### src/rtl/timer_sched_pkg.sv
`default_nettype none
// ============================================================================
// Module      : timer_sched_pkg
// Description : Shared types and helpers for the timer scheduler: FSM state
//               encoding and a one-hot decoder sized for the largest
//               supported requester count.
// Revision    : 1.0 - initial release
// ============================================================================
package timer_sched_pkg;

  // Largest supported requester count and the index width that covers it.
  localparam int C_MAX_N = 16;
  localparam int C_IDX_W = 4;

  typedef enum logic [0:0] {
    IDLE = 1'b0,
    RUN  = 1'b1
  } state_t;

  // One-hot decode at full width; callers truncate to their own N.
  function automatic logic [C_MAX_N-1:0] onehot(input logic [C_IDX_W-1:0] idx);
    logic [C_MAX_N-1:0] v;
    v      = '0;
    v[idx] = 1'b1;
    return v;
  endfunction

endpackage
`default_nettype wire

### src/rtl/timer_scheduler_if.sv
`default_nettype none
// ============================================================================
// Module      : timer_scheduler_if
// Description : Client-facing bundle of the timer scheduler.
//               master : client side  (drives req, len, flush)
//               slave  : scheduler    (drives gnt, done, busy, cur_id)
//   req    N      level request per client
//   len    N*W    packed delay per client, client i at [i*W +: W]
//   flush  1      abort the running delay
//   gnt    N      one-hot grant pulse
//   done   N      one-hot completion pulse
//   busy   1      a delay is running
//   cur_id clog2N client being served (valid while busy)
// Revision    : 1.0 - initial release
// ============================================================================
interface timer_scheduler_if #(
  parameter int N = 4,
  parameter int W = 8
);
  localparam int C_ID_W = $clog2(N);

  logic [N-1:0]      req;
  logic [N*W-1:0]    len;
  logic              flush;
  logic [N-1:0]      gnt;
  logic [N-1:0]      done;
  logic              busy;
  logic [C_ID_W-1:0] cur_id;

  modport master (
    output req, len, flush,
    input  gnt, done, busy, cur_id
  );

  modport slave (
    input  req, len, flush,
    output gnt, done, busy, cur_id
  );
endinterface
`default_nettype wire

### src/rtl/timer_scheduler_rr_arbiter.sv
`default_nettype none
// ============================================================================
// Module      : rr_arbiter
// Description : Combinational round-robin pick. The lowest requesting index
//               at or above ptr wins; if none, the lowest requesting index
//               overall wins.
//   req       in  N        request vector
//   ptr       in  clog2N   priority start index
//   grant_idx out clog2N   winning index (0 when any is low)
//   any       out 1        at least one request is set
// Revision    : 1.0 - initial release
// ============================================================================
module rr_arbiter #(
  parameter int N = 4
) (
  input  logic [N-1:0]         req,
  input  logic [$clog2(N)-1:0] ptr,
  output logic [$clog2(N)-1:0] grant_idx,
  output logic                 any
);
  localparam int C_ID_W = $clog2(N);

  logic              hit_hi;
  logic [C_ID_W-1:0] idx_hi;
  logic [C_ID_W-1:0] idx_lo;

  // Scanning downward means the last hit written is the lowest index, both
  // for the "at or above ptr" half and for the wrapped fallback.
  always_comb begin
    hit_hi = 1'b0;
    idx_hi = '0;
    idx_lo = '0;
    for (int i = N - 1; i >= 0; i--) begin
      if (req[i]) begin
        idx_lo = C_ID_W'(i);
        if (i >= int'(ptr)) begin
          hit_hi = 1'b1;
          idx_hi = C_ID_W'(i);
        end
      end
    end
    grant_idx = hit_hi ? idx_hi : idx_lo;
    any       = |req;
  end

endmodule
`default_nettype wire

### src/rtl/timer_scheduler.sv
`default_nettype none
// ============================================================================
// Module      : timer_scheduler
// Description : One down-counting delay timer shared by N clients. Grants
//               one client at a time round-robin, runs its delay of
//               max(len,1) cycles and pulses that client's done bit.
//   clk   in  1   clock, rising edge
//   rst   in  1   asynchronous active-high reset
//   bus   slave   client bundle (req/len/flush in, gnt/done/busy/cur_id out)
// Revision    : 1.0 - initial release
// ============================================================================
module timer_scheduler #(
  parameter int N = 4,
  parameter int W = 8
) (
  input  logic              clk,
  input  logic              rst,
  timer_scheduler_if.slave  bus
);
  import timer_sched_pkg::*;

  localparam int C_ID_W = $clog2(N);

  state_t            state_q,  state_d;
  logic [W-1:0]      cnt_q,    cnt_d;
  logic [C_ID_W-1:0] ptr_q,    ptr_d;
  logic [C_ID_W-1:0] cur_id_q, cur_id_d;
  logic [N-1:0]      gnt_q,    gnt_d;
  logic [N-1:0]      done_q,   done_d;
  logic              busy_q,   busy_d;

  logic [C_ID_W-1:0] win_idx;
  logic              win_any;
  logic [W-1:0]      win_len;
  logic [C_ID_W-1:0] next_id;

  rr_arbiter #(.N(N)) u_arb (
    .req       (bus.req),
    .ptr       (ptr_q),
    .grant_idx (win_idx),
    .any       (win_any)
  );

  assign win_len = bus.len[win_idx*W +: W];
  // Wrap explicitly so non-power-of-two N also rotates correctly.
  assign next_id = (cur_id_q == C_ID_W'(N - 1)) ? '0 : cur_id_q + 1'b1;

  always_comb begin
    state_d  = state_q;
    cnt_d    = cnt_q;
    ptr_d    = ptr_q;
    cur_id_d = cur_id_q;
    gnt_d    = '0;
    done_d   = '0;
    busy_d   = 1'b0;

    unique case (state_q)
      IDLE: begin
        if (win_any) begin
          cur_id_d = win_idx;
          // A zero length runs like a length of one; the count holds L-1.
          cnt_d    = (win_len == '0) ? '0 : win_len - 1'b1;
          gnt_d    = N'(onehot(C_IDX_W'(win_idx)));
          busy_d   = 1'b1;
          state_d  = RUN;
        end
      end
      RUN: begin
        if (bus.flush) begin
          ptr_d   = next_id;
          state_d = IDLE;
        end else if (cnt_q == '0) begin
          done_d  = N'(onehot(C_IDX_W'(cur_id_q)));
          ptr_d   = next_id;
          state_d = IDLE;
        end else begin
          cnt_d  = cnt_q - 1'b1;
          busy_d = 1'b1;
        end
      end
      default: state_d = IDLE;
    endcase
  end

  always_ff @(posedge clk or posedge rst) begin
    if (rst) begin
      state_q  <= IDLE;
      cnt_q    <= '0;
      ptr_q    <= '0;
      cur_id_q <= '0;
      gnt_q    <= '0;
      done_q   <= '0;
      busy_q   <= 1'b0;
    end else begin
      state_q  <= state_d;
      cnt_q    <= cnt_d;
      ptr_q    <= ptr_d;
      cur_id_q <= cur_id_d;
      gnt_q    <= gnt_d;
      done_q   <= done_d;
      busy_q   <= busy_d;
    end
  end

  assign bus.gnt    = gnt_q;
  assign bus.done   = done_q;
  assign bus.busy   = busy_q;
  assign bus.cur_id = cur_id_q;

endmodule
`default_nettype wire

### src/flat_wrapper.sv
// flat-port wrapper written by rule: the top's interface ports become plain ports
module timer_scheduler_flat import timer_sched_pkg::*;
#(
  parameter int N = 4,
  parameter int W = 8
)
  (clk, rst, bus_req, bus_len, bus_flush, bus_gnt, bus_done, bus_busy, bus_cur_id);
  timer_scheduler_if #(.N(N), .W(W)) bus_i ();
  input  logic clk;
  input  logic rst;
  input wire logic [$bits(bus_i.req)-1:0] bus_req;
  input wire logic [$bits(bus_i.len)-1:0] bus_len;
  input wire logic [$bits(bus_i.flush)-1:0] bus_flush;
  output wire logic [$bits(bus_i.gnt)-1:0] bus_gnt;
  output wire logic [$bits(bus_i.done)-1:0] bus_done;
  output wire logic [$bits(bus_i.busy)-1:0] bus_busy;
  output wire logic [$bits(bus_i.cur_id)-1:0] bus_cur_id;
  assign bus_i.req = bus_req;
  assign bus_i.len = bus_len;
  assign bus_i.flush = bus_flush;
  assign bus_gnt = bus_i.gnt;
  assign bus_done = bus_i.done;
  assign bus_busy = bus_i.busy;
  assign bus_cur_id = bus_i.cur_id;
  timer_scheduler #(.N(N), .W(W)) u_core (.clk(clk), .rst(rst), .bus(bus_i));
endmodule
### config.mk
export PLATFORM = sky130hd
export DESIGN_NAME = timer_scheduler_flat
export DESIGN_NICKNAME = d
export VERILOG_FILES = /design/src/rtl/timer_sched_pkg.sv /design/src/rtl/timer_scheduler_if.sv /design/src/rtl/timer_scheduler_rr_arbiter.sv /design/src/rtl/timer_scheduler.sv /design/src/flat_wrapper.sv
export SDC_FILE = /design/constraint.sdc
export NUM_CORES = 1
export LEC_CHECK = 0
export ABC_AREA = 1
export BUFFER_PORTS_ARGS = -buffer_cell sky130_fd_sc_hd__buf_4
export CAP_MARGIN = 20
export CORE_ASPECT_RATIO = 1.4
export CORE_MARGIN = 1
export CORE_UTILIZATION = 45
export DETAILED_ROUTE_END_ITERATION = 8
export HOLD_SLACK_MARGIN = 0.12
export PLACE_DENSITY = 0.71
export RECOVER_POWER = 25
export SYNTH_ARGS = -nofsm -noshare
export SYNTH_HDL_FRONTEND = slang
export SYNTH_SLANG_ARGS = --single-unit
### constraint.sdc
create_clock -name clk -period 4.6 [get_ports clk]
set_input_delay 0.69 -clock clk [delete_from_list [all_inputs] [get_ports clk]]
set_output_delay 0.69 -clock clk [all_outputs]
set_load 0.005 [all_outputs]
==> results.yml <==
timing:
  min_period_ns: 2.683
  setup_tns_ns: 0
  period_share: 0.5832
  slew_viol_final: 0
  fmax_mhz: 372.8
  tightest_slew_ns: 0.7753
  clock_skew_ns: 0.002468
  rsz0062_at_grt: "false"
  hold_viol_final: 0
  hold_ws_ns: 0.5336
  setup_violations: 0
  slew_headroom: 0.4826
  fin_ws_ns: 1.917
floorplanning:
  die_w_um: 54.01
  core-area_um2: 3643
  initial_core_util: 0.4677
  die_h_um: 74.82
  boundaryPins: 50
  rows: 26
  die-area_um2: 4041
yosys:
  synth_ff_type: "dfrtp_1"
  synth-seq-cells: 21
  ys_seq_area_frac: 0.3084
  avgSynthCellArea_um2: 6.709
  yosys_warnings: 0
  syn_inst: 254
  syn_area_um2: 1704
  synth_nets: 300
  async_flop_share: 1.000
  synth.distinct_cells: 27
  synth_edf_count: 0
clock_network:
  post_cts_resized: 0
  clk_pin_slew_ns: 0.08
  clock-root-buffer: "clkbuf_8"
  cts_setup_buffers: 0
  htree_levels: 1
  clock_latency_ns: 0.26
  cts_hold_buffers: 0
  cts_buffers: 3
  cts_sinks: 21
  cts_tree: "built"
  clockBufferDepth: 2
global_routing:
  grt_pass1_vias: 1574
  grt_antenna_before_repair: 0
  grt_pass1_wl_mm: 6.313
  grt_overflow: 0
  grt_start_max_net_pins: 22
  grt_use_total: 0.2102
setup_path:
  startpoint: "bus_req[1]"
  crit_type: "input port to flip-flop"
  r2r_end: "u_core.cnt_q[4]$_DFFE_PP0P_"
  r2r_cells: 14
  worst_setup_path_end_kind: "flip-flop"
  timing.reg2reg.setup_slack_ns: 2.03
  r2r_start: "u_core.ptr_q[1]$_DFFE_PP0P_"
  crit_end: "u_core.cnt_q[4]$_DFFE_PP0P_"
  path_max_fanout: 20
  cp.required_ns: 4.79
  cp-start-kind: "input port"
  worst_ep_arrival_time_ns: 2.88
drt:
  drc_errors: 0
  drtPass1Iterations: 4
  vias_per_cell: 4.836
  wl_mm: 3.659
  drt-wirelength-per-cell_um: 10.70
  antenna_left: 0
  vias: 1654
  drt_iter0_drc: 30
finish:
  stdcell_count: 342
  final_cell_area_um2: 2110
  num_antenna_cells: 0
  fill_cells: 359
  multi_input_area_um2: 993.5
  regArea_um2: 525.5
  drive_above_1_share: 0.2533
  final_util: 0.5790
  area_growth_syn_to_layout_pct: 23.79
  nets: 347
placed_design:
  dp_hpwl_mm: 2.996
  dp.cells: 338
  gp_congestion: 0.8424
  dpl_cell_area_um2: 2063
  pre_cts_slack_ns: 1.615
  port_buffers: 49
power_and_ir_drop:
  p_per_area_nw_per_um2: 592.4
  power.leakage_nw: 1.154
  ir_worst_vdd_v: 0.0002707
  finalPower_mw: 1.250
hold_path:
  worst_hold_path_type: "flip-flop to flip-flop"
job:
  max-cap-violations: 0
outcome:
  outcome: "completed"
state kept, by name, summed over array words and instances, names as in the netlist:
register           cells
u_core.bus.busy        1
u_core.cnt_q           8
u_core.bus.cur_id      2
u_core.bus.gnt         4
u_core.ptr_q           2
u_core.bus.done        4
logic make-up after synthesis:
kind of cell             Yosys count  share of synthesized area
AND/OR/NAND/NOR                  160                     0.4303
buffers and inverters             40                     0.1087
AO/OA/AOI/OAI                     21                    0.07415
flip-flops                        21                     0.3084
adder cells (fa/ha/maj)            7                    0.05139
XOR/XNOR                           4                    0.02056
multiplexers                       1                   0.006607
layer usage:
metal / GRT usage / wire length [um] / part of all wire
met4: 0.08547 / 80 / 0.022
met5: 0 / 0 / 0
met3: 0.02020 / 139 / 0.038
met1: 0.2279 / 1534 / 0.42
met2: 0.4005 / 1904 / 0.52
how the worst min path moves through the flow:
stage	slack, ns	from	end	cells past startpoint
floorplan	0.49	u_core.cnt_q[0]$_DFFE_PP0P_	u_core.cnt_q[0]$_DFFE_PP0P_	2
global placement	0.51	u_core.cnt_q[0]$_DFFE_PP0P_	u_core.cnt_q[0]$_DFFE_PP0P_	2
detailed placement	0.52	u_core.cnt_q[0]$_DFFE_PP0P_	u_core.cnt_q[0]$_DFFE_PP0P_	2
CTS	0.54	u_core.cnt_q[0]$_DFFE_PP0P_	u_core.cnt_q[0]$_DFFE_PP0P_	2
global route	0.57	u_core.cnt_q[0]$_DFFE_PP0P_	u_core.cnt_q[0]$_DFFE_PP0P_	2
finish	0.53	u_core.cnt_q[0]$_DFFE_PP0P_	u_core.cnt_q[0]$_DFFE_PP0P_	2
layout make-up:
type                            instances  area share
Multi-Input combinational cell        193      0.4709
Sequential cell                        21      0.2491
Timing Repair Buffer                   49      0.1744
Inverter                               33     0.05872
Tap cell                               42     0.02491
Clock buffer                            3     0.01957
Clock inverter                          1    0.002372
where the power goes:
group / leakage, nW / switching, mW / internal, mW
registers: 0.260 / 0.0682 / 0.257
logic: 0.869 / 0.496 / 0.306
clock network: 0.0255 / 0.0626 / 0.0605
total: 1.15 / 0.626 / 0.623
synthesized netlist by cell type, drive strengths merged (2+ instances only):
master,n,area share
xor2,2,0.010
o21ai,6,0.018
a21oi,14,0.052
nor3,4,0.012
xnor2,2,0.010
nand2,69,0.16
ha,7,0.051
inv,33,0.073
nand4,12,0.044
buf,7,0.036
dfrtp,21,0.31
nand3,24,0.076
nor2,46,0.12
nor3b,3,0.013
cell usage in the layout (no fill, tap or decap):
| master | instances |
|---|---|
| nand2_1 | 65 |
| buf_4 | 48 |
| nor2_1 | 38 |
| inv_1 | 31 |
| nand3_1 | 22 |
| dfrtp_1 | 21 |
| nand4_1 | 12 |
| a21oi_1 | 9 |
| nor2_2 | 7 |
| ha_1 | 7 |
| o21ai_0 | 6 |
| a21oi_2 | 5 |
| nor3_1 | 4 |
| nand2_2 | 3 |
| nor3b_1 | 3 |
| clkbuf_8 | 3 |
| nand3_2 | 2 |
| inv_2 | 2 |
| xor2_1 | 2 |
| xnor2_1 | 2 |
| nor2_4 | 1 |
| nand2_4 | 1 |
| or4_1 | 1 |
| mux2_2 | 1 |
| or2_2 | 1 |
| o21a_1 | 1 |
| clkinv_2 | 1 |
| clkbuf_4 | 1 |
worst max-delay path: stages:
cell and delay (ns):
buf_4 0.11, inv_1 0.06, nor2_1 0.05, a21oi_2 0.19, nand3_2 0.25, nand2_2 0.36, nor2_1 0.10, nand2_1 0.07
nand3_1 0.13, inv_1 0.12, ha_1 0.20, inv_1 0.07, nor2_1 0.13, xnor2_1 0.13, nand2_1 0.08, a21oi_1 0.12
Note: power is estimated with default switching activity, not from simulation.
